**config.mk**
```make
export PLATFORM = sky130hd
export DESIGN_NAME = id_ex_stage
export DESIGN_NICKNAME = d
export VERILOG_FILES = /design/src/rtl/id_ex_stage.sv
export SDC_FILE = /design/constraint.sdc
export NUM_CORES = 1
export LEC_CHECK = 0
export ABC_AREA = 1
export CORE_AREA = 5 5 144 146
export CTS_CLUSTER_SIZE = 8
export DETAILED_ROUTE_END_ITERATION = 8
export DIE_AREA = 0 0 149 151
export HOLD_SLACK_MARGIN = 0.08
export PLACE_DENSITY = 0.9
export RECOVER_POWER = 50
export SLEW_MARGIN = 40
export SYNTH_ARGS = -nofsm -noshare
export SYNTH_HDL_FRONTEND = slang
export SYNTH_SLANG_ARGS = --single-unit
```
**constraint.sdc**
```tcl
create_clock -name clk -period 2.08 [get_ports clk]
set_clock_uncertainty 0.15 [all_clocks]
set_input_delay 0.416 -clock clk [delete_from_list [all_inputs] [get_ports clk]]
set_output_delay 0.416 -clock clk [all_outputs]
set_load 0.02 [all_outputs]
```
**src/rtl/id_ex_stage.sv**
```systemverilog
// ID/EX pipeline register for the 5-stage RV32I core: load-use stall/bubble
// insertion, branch flush, WB-to-ID bypass and a saturating stall counter.
module id_ex_stage (
  input  logic        clk,
  input  logic        rst_n,
  input  logic        valid_s2,
  input  logic [31:0] pc_s2,
  input  logic [4:0]  rs1_s2,
  input  logic [4:0]  rs2_s2,
  input  logic [4:0]  rd_s2,
  input  logic        use_rs1_s2,
  input  logic        use_rs2_s2,
  input  logic [31:0] rs1_data_s2,
  input  logic [31:0] rs2_data_s2,
  input  logic [31:0] imm_s2,
  input  logic [3:0]  ALUSel_s2,
  input  logic [1:0]  WBSel_s2,
  input  logic        RegWEn_s2,
  input  logic        MemRead_s2,
  input  logic        MemWrite_s2,
  input  logic        flush_ex,
  input  logic        RegWEn_s5,
  input  logic [4:0]  rd_s5,
  input  logic [31:0] wb_data_s5,
  output logic        valid_s3,
  output logic [31:0] pc_s3,
  output logic [4:0]  rs1_s3,
  output logic [4:0]  rs2_s3,
  output logic [4:0]  rd_s3,
  output logic [31:0] rs1_data_s3,
  output logic [31:0] rs2_data_s3,
  output logic [31:0] imm_s3,
  output logic [3:0]  ALUSel_s3,
  output logic [1:0]  WBSel_s3,
  output logic        RegWEn_s3,
  output logic        MemRead_s3,
  output logic        MemWrite_s3,
  output logic        PCWEn,
  output logic        IFIDWEn,
  output logic [15:0] stall_cnt
);

  typedef struct packed {
    logic        valid;
    logic [31:0] pc;
    logic [4:0]  rs1;
    logic [4:0]  rs2;
    logic [4:0]  rd;
    logic [31:0] rs1_data;
    logic [31:0] rs2_data;
    logic [31:0] imm;
    logic [3:0]  alu_sel;
    logic [1:0]  wb_sel;
    logic        reg_wen;
    logic        mem_read;
    logic        mem_write;
  } ex_t;

  ex_t         ex_d, ex_q;
  logic [15:0] stall_cnt_d, stall_cnt_q;
  logic        lu, stall, byp1, byp2;

  always_comb begin
    lu = valid_s2 & ex_q.valid & ex_q.mem_read & (ex_q.rd != 5'd0) &
         ((use_rs1_s2 & (rs1_s2 == ex_q.rd)) | (use_rs2_s2 & (rs2_s2 == ex_q.rd)));
    stall = lu & ~flush_ex;
    // Register file is read and written in the same cycle; take the WB value.
    byp1 = RegWEn_s5 & (rd_s5 != 5'd0) & (rd_s5 == rs1_s2);
    byp2 = RegWEn_s5 & (rd_s5 != 5'd0) & (rd_s5 == rs2_s2);

    ex_d = ex_q;
    if (flush_ex || stall) begin
      // Bubble: clear everything the forwarding unit or memory could act on.
      ex_d.valid     = 1'b0;
      ex_d.reg_wen   = 1'b0;
      ex_d.mem_read  = 1'b0;
      ex_d.mem_write = 1'b0;
      ex_d.rs1       = '0;
      ex_d.rs2       = '0;
      ex_d.rd        = '0;
    end else begin
      ex_d.valid     = valid_s2;
      ex_d.pc        = pc_s2;
      ex_d.rs1       = rs1_s2;
      ex_d.rs2       = rs2_s2;
      ex_d.rd        = rd_s2;
      ex_d.rs1_data  = byp1 ? wb_data_s5 : rs1_data_s2;
      ex_d.rs2_data  = byp2 ? wb_data_s5 : rs2_data_s2;
      ex_d.imm       = imm_s2;
      ex_d.alu_sel   = ALUSel_s2;
      ex_d.wb_sel    = WBSel_s2;
      ex_d.reg_wen   = RegWEn_s2;
      ex_d.mem_read  = MemRead_s2;
      ex_d.mem_write = MemWrite_s2;
    end

    stall_cnt_d = stall_cnt_q;
    if (stall && (stall_cnt_q != 16'hFFFF)) begin
      stall_cnt_d = stall_cnt_q + 16'd1;
    end
  end

  always_ff @(posedge clk or negedge rst_n) begin
    if (!rst_n) begin
      ex_q        <= '0;
      stall_cnt_q <= '0;
    end else begin
      ex_q        <= ex_d;
      stall_cnt_q <= stall_cnt_d;
    end
  end

  assign PCWEn       = ~stall;
  assign IFIDWEn     = ~stall;
  assign stall_cnt   = stall_cnt_q;
  assign valid_s3    = ex_q.valid;
  assign pc_s3       = ex_q.pc;
  assign rs1_s3      = ex_q.rs1;
  assign rs2_s3      = ex_q.rs2;
  assign rd_s3       = ex_q.rd;
  assign rs1_data_s3 = ex_q.rs1_data;
  assign rs2_data_s3 = ex_q.rs2_data;
  assign imm_s3      = ex_q.imm;
  assign ALUSel_s3   = ex_q.alu_sel;
  assign WBSel_s3    = ex_q.wb_sel;
  assign RegWEn_s3   = ex_q.reg_wen;
  assign MemRead_s3  = ex_q.mem_read;
  assign MemWrite_s3 = ex_q.mem_write;

endmodule
```
After elaboration in Yosys (flattened, before gate mapping)
Index checks and enable logic that the tools add are counted.

Logic and storage cells: 42. Bits of input ports: 196. Register bits after elaboration: 169.

Equal/unequal tests: 5. Bitwise logic cells: 13. Reductions and logical operators: 4. Add/sub/neg operators: 1. Muxes and demuxes: 5.

Operator list (count): 2-to-1 mux 32 bit (2); equality test 5 bit (4); adder 16 x 1 -> 16 bit, second input constant (1); != test 16 bit, second input constant (1); 2-to-1 mux 15 bit (1); bitwise AND 1 bit (10); nonzero test 5 bit (2); 2-to-1 mux 3 bit (1); NOT 1 bit (2); logical AND 1 bit (1); logical OR 1 bit (1); 2-to-1 mux 1 bit (1); OR 1 bit (1).

Longest topological paths before layout
Depth in word-level cells: 7. Mapped depth: 13. Depth with buffers taken out: 11.

Worst setup path before layout
Ideal clock, no wire load.

Kind: register to output. From: register ex_q, in the netlist rd_s3[0]. To: output PCWEn. Arrival time: 1402 ps. Buffers on the path: 1. Cell stages (with the launch flop): 9. Setup slack: 112 ps. Cell sequence: dfrtp_1 -> inv_1 -> nand2_1 -> nand2_1 -> nor2_1 -> nand3_1 -> nand2_2 -> nand3_1 -> buf_4.

Longest elaborated chain between the ends: 6. Elaborated cells between the ends (all ways): 10. Those cells by class: eq/ne (2); bitwise (7); reduce/logical (1).

Ends and longest elaborated chain: start, declared (RTL line 59) `ex_t ex_d, ex_q;`; start signal, assigned (RTL line 105) `ex_q <= '0;`; start signal, assigned (RTL line 108) `ex_q <= ex_d;`; equality test 5 bit (RTL line 65) `((use_rs1_s2 & (rs1_s2 == ex_q.rd)) | (use_rs2_s2 & (rs2_s2 == ex_q.rd)));`; bitwise AND 1 bit (RTL line 65); OR 1 bit (RTL line 65); bitwise AND 1 bit * (RTL line 64) `lu = valid_s2 & ex_q.valid & ex_q.mem_read & (ex_q.rd != 5'd0) &`; bitwise AND 1 bit * (RTL line 66) `stall = lu & ~flush_ex;`; NOT 1 bit *; end, declared (RTL line 38) `output logic PCWEn,`.

Mark *: on every way between the ends. The rest lies on a longest branch, timed or not.

Worst setup path in the final report
From: register ex_q, in the netlist rd_s3[2]. To: output PCWEn.

Longest elaborated chain between the ends: 6. Elaborated cells between the ends (all ways): 10. Those cells by class: eq/ne (2); bitwise (7); reduce/logical (1).

Ends and longest elaborated chain: equality test 5 bit (RTL line 65); bitwise AND 1 bit (RTL line 65); OR 1 bit (RTL line 65); bitwise AND 1 bit * (RTL line 64); bitwise AND 1 bit * (RTL line 66); NOT 1 bit * (RTL line 113) `assign PCWEn = ~stall;`.

Marked as above.

==> out/qor.csv <==
stage,metric,value,unit
route,drt initial violations,494,
route,M1 WL,12300,µm
cts,CTS tree,done,
die,die width,149,µm
route,vias,8479,
sta,final-report hold violation count,0,
worst_setup_path,Max stage delay on crit path,400,ps
global_route,largest net degree at the start of global routing,81,
placed_design,placed cell areas,12200,µm²
placed_design,DP Wirelength,21200,µm
route,met2 WL post-DR,15100,µm
route,top sig layer,met4,
final_layout,fin area,13200,µm²
route,DR WL/cell,17.9,µm
die,core box area,19300,µm²
yosys,Synth top cells by count,"nand2_1, dfrtp_1, nand3_1",
yosys,share of the synthesized area in the top cell type,53.5,%
worst_setup_path,slowest CP cell,dfrtp_1,
worst_setup_path,CP most frequent cell,nand2_2,
final_layout,fin nets,1650,
global_route,vias in the first global route,8290,
die,boundary pin count,367,
yosys,Syn Inst Count,1043,
final_layout,final core utilization,68.7,%
yosys,most common cell in the synthesized netlist,nand2_1,
power_and_ir_drop,peak supply drop,0.554,mV
placed_design,placed cells,1680,
yosys,"Cell Area, Synth",7900,µm²
yosys,Synth Register Bits,169,
worst_setup_path,CP Data Arrival Time,1580,ps
yosys,"EDFF count, synth",0,
power_and_ir_drop,Reg power frac,39.3,%
route,vias per std cell,4.90,
cts,CTS clock-pin slew for the worst setup and hold paths,70,ps
worst_setup_path,Worst Setup End Kind,output pin,
power_and_ir_drop,combinational group share of total power,23.5,%
power_and_ir_drop,P_leak,6.67,nW
cts,clock sink total,169,
power_and_ir_drop,Overall Power,0.00942,W
yosys,ys async rst share,100,%
cts,worst skew pair latency,430,ps
hold_path,HP Class,input pin to register,
run,MaxCap Viol Count,0,
die,die height,151,µm
power_and_ir_drop,Pwr Density,712,nW/µm²
final_layout,ANT cells,0,
cts,CTS buffer count,17,
power_and_ir_drop,Int Pwr,0.00669,W
sta,post-layout min period,2150,ps
outcome,violated checks,setup timing,
global_route,initial antenna violation count,0,
worst_setup_path,Startpoint Class,register,
sta,"Period Utilization, post-route",103,%
power_and_ir_drop,Switch Pwr,0.00273,W
global_route,first-pass GRT wire length,43700,µm
final_layout,Layout area overhead,67.7,%
yosys,Yosys warning total,0,
yosys,Mean Syn Cell Area,7.57,µm²
yosys,syn_nets,1240,
worst_setup_path,data required time of the critical path,1510,ps
placed_design,gpl congestion,0.917,
global_route,GRT Overall Usage,24.7,%
global_route,grt ovf,0,
sta,Slew HR,42.6,%
sta,final setup violation count,2,
sta,Fmax,465,MHz
placed_design,Buffers on Ports,366,
sta,Max Slew Vio Count,0,
yosys,top post-synthesis cells by area,"dfrtp_1, nand2_1, nand3_1",
die,die area,22500,µm²
die,Starting Density,41.0,%
yosys,most common flop cell mapped by yosys,dfrtp_1,
worst_setup_path,crit-path cells,"buf_6, nand2_2, nand2_2, nor2_2, nand3_1, nand2_2, nand3_4, buf_6",
outcome,outcome,"complete, but fails checks",
worst_setup_path,CP max FO,3,
route,Antenna Nets Post-Route,0,
cts,clock tree root driver cell,clkbuf_16,
sta,Total Negative Setup Slacks,-136,ps
die,row count,51,
final_layout,fraction of layout cells with a size suffix above 1,9.21,%
cts,H-tree depth,4,
sta,setup ws final,-68.4,ps
yosys,cell taking the most area after synthesis,dfrtp_1,
yosys,post-synthesis cell type count,21,
cts,CTS max path bufs,2,
route,DR DRC count,0,
power_and_ir_drop,Clk pwr share,37.2,%
sta,Tightest Pin Transition,861,ps
worst_setup_path,classification of the worst setup path,register to output pin,
yosys,"Seq/Total Area, Yosys",53.5,%
power_and_ir_drop,sw frac,29.0,%
route,WL final,30900,µm
final_layout,Non-Filler Instances,1731,
sta,RSZ-0062 raised after global routing,yes,
route,Pre-antenna DRT Iters,5,
route,met3 WL,2430,µm
-- layout by cell type (no fill, tap or decap) --
cell | synthesis | layout
nand2_1 | 622 | 617
clkdlybuf4s50_1 | 0 | 333
dfrtp_1 | 169 | 167
nand3_1 | 76 | 75
nor2_1 | 41 | 35
buf_4 | 9 | 34
inv_1 | 33 | 30
clkbuf_16 | 0 | 26
dlygate4sd2_1 | 0 | 20
xnor2_1 | 14 | 14
buf_6 | 7 | 12
buf_12 | 0 | 12
clkbuf_1 | 9 | 10
nand4_1 | 9 | 9
xor2_1 | 9 | 9
inv_2 | 6 | 8
nor3_1 | 6 | 6
nand2_2 | 1 | 5
inv_6 | 0 | 5
nor2_4 | 0 | 4
bufinv_16 | 0 | 4
inv_8 | 0 | 4
nor2_2 | 1 | 3
nand2_8 | 0 | 3
clkinvlp_4 | 0 | 3
clkbuf_2 | 0 | 3
buf_16 | 0 | 3
clkbuf_4 | 0 | 2
dfrtp_2 | 0 | 2
o21bai_1 | 1 | 1
nand3_4 | 0 | 1
clkinv_16 | 0 | 1
o21ai_1 | 1 | 1
nand3b_1 | 1 | 1
ha_1 | 1 | 1
dlygate4sd3_1 | 0 | 1
dlymetal6s2s_1 | 0 | 1
-- power groups by stage --
stage                     sequential [W]  clock, W  combinational [W]
final                            0.00370   0.00351            0.00221
after global placement           0.00375         0            0.00208
after global routing             0.00373   0.00370            0.00236
after floorplan                  0.00407         0           0.000482
after CTS                        0.00370   0.00355            0.00212
after detailed placement         0.00375         0            0.00211
-- worst max-delay path: cells and delay by family, from the launching register on --
kind,cells,cell delay (ps)
simple gates,6,490
flops,1,400
buf+inv,2,270
-- worst paths after layout --
path                       slack (ps)                endpoint                  from  cells after the start
setup / recovery                  -70                   PCWEn    rd_s3[2]$_DFF_PN0_                      8
hold / removal                    270     rs2_s3[2]$_DFF_PN0_             rs2_s2[2]                      4
setup reg to reg                   70  imm_s3[15]$_DFFE_PN0N_    rd_s3[2]$_DFF_PN0_                     13
hold reg to reg                   330    pc_s3[5]$_DFFE_PN0N_  pc_s3[5]$_DFFE_PN0N_                      2
max in group asynchronous         270      rd_s3[1]$_DFF_PN0_                 rst_n                      3
min in group asynchronous         490  imm_s3[30]$_DFFE_PN0N_                 rst_n                      2
-- stage by stage --
stage / setup WS, ps / hold WS, ps
2_1_floorplan: 112 / -29.6
3_3_place_gp: -543 / 192
3_5_place_dp: -541 / 188
4_1_cts: -79.8 / 296
5_1_grt: -165 / 282
6_report: -68.4 / 275
-- registers in the layout, summed over array words and instances (netlist names), 4 cells and up --
| name | flops |
|---|---|
| ALUSel_s3 | 4 |
| imm_s3 | 32 |
| pc_s3 | 32 |
| rd_s3 | 5 |
| rs1_data_s3 | 32 |
| rs1_s3 | 5 |
| rs2_data_s3 | 32 |
| rs2_s3 | 5 |
| stall_cnt | 16 |
-- layout make-up --
| class | count | area [µm²] |
|---|---|---|
| Timing Repair inverter | 2 | 22.5 |
| Clock buffer | 18 | 429 |
| Inverter | 39 | 173 |
| Tap cell | 265 | 332 |
| Multi-Input combinational cell | 785 | 3320 |
| Sequential cell | 169 | 4230 |
| Fill cell | 1504 | 6030 |
| Timing Repair Buffer | 439 | 4530 |
| Clock inverter | 14 | 209 |
-- cell families after synthesis --
logic type / share of synthesized area [%]
simple gates: 37.8
flops: 53.5
buf+inv: 5.78
xor+xnor: 2.55
compound gates: 0.158
fa+ha+maj: 0.158
-- layer usage --
layer  vias to the layer above  global-route usage [%]
li1                       3997                       -
met1                      4021                    31.3
met2                       389                    41.3
met3                        72                    5.80
met4                         0                    9.61
met5                         -                       0
-- what timing repair did --
action | in CTS | in global routing
cloned | 0 | 16
setup endpoints to repair | 15 | 162
buffers inserted | 0 | 2
pin swaps | 0 | 7
endpoints found under the hold margin | 56 | 0
gates resized for setup | 35 | 47
hold buffers | 1 | 0
Power figures use the tool's default switching activity.
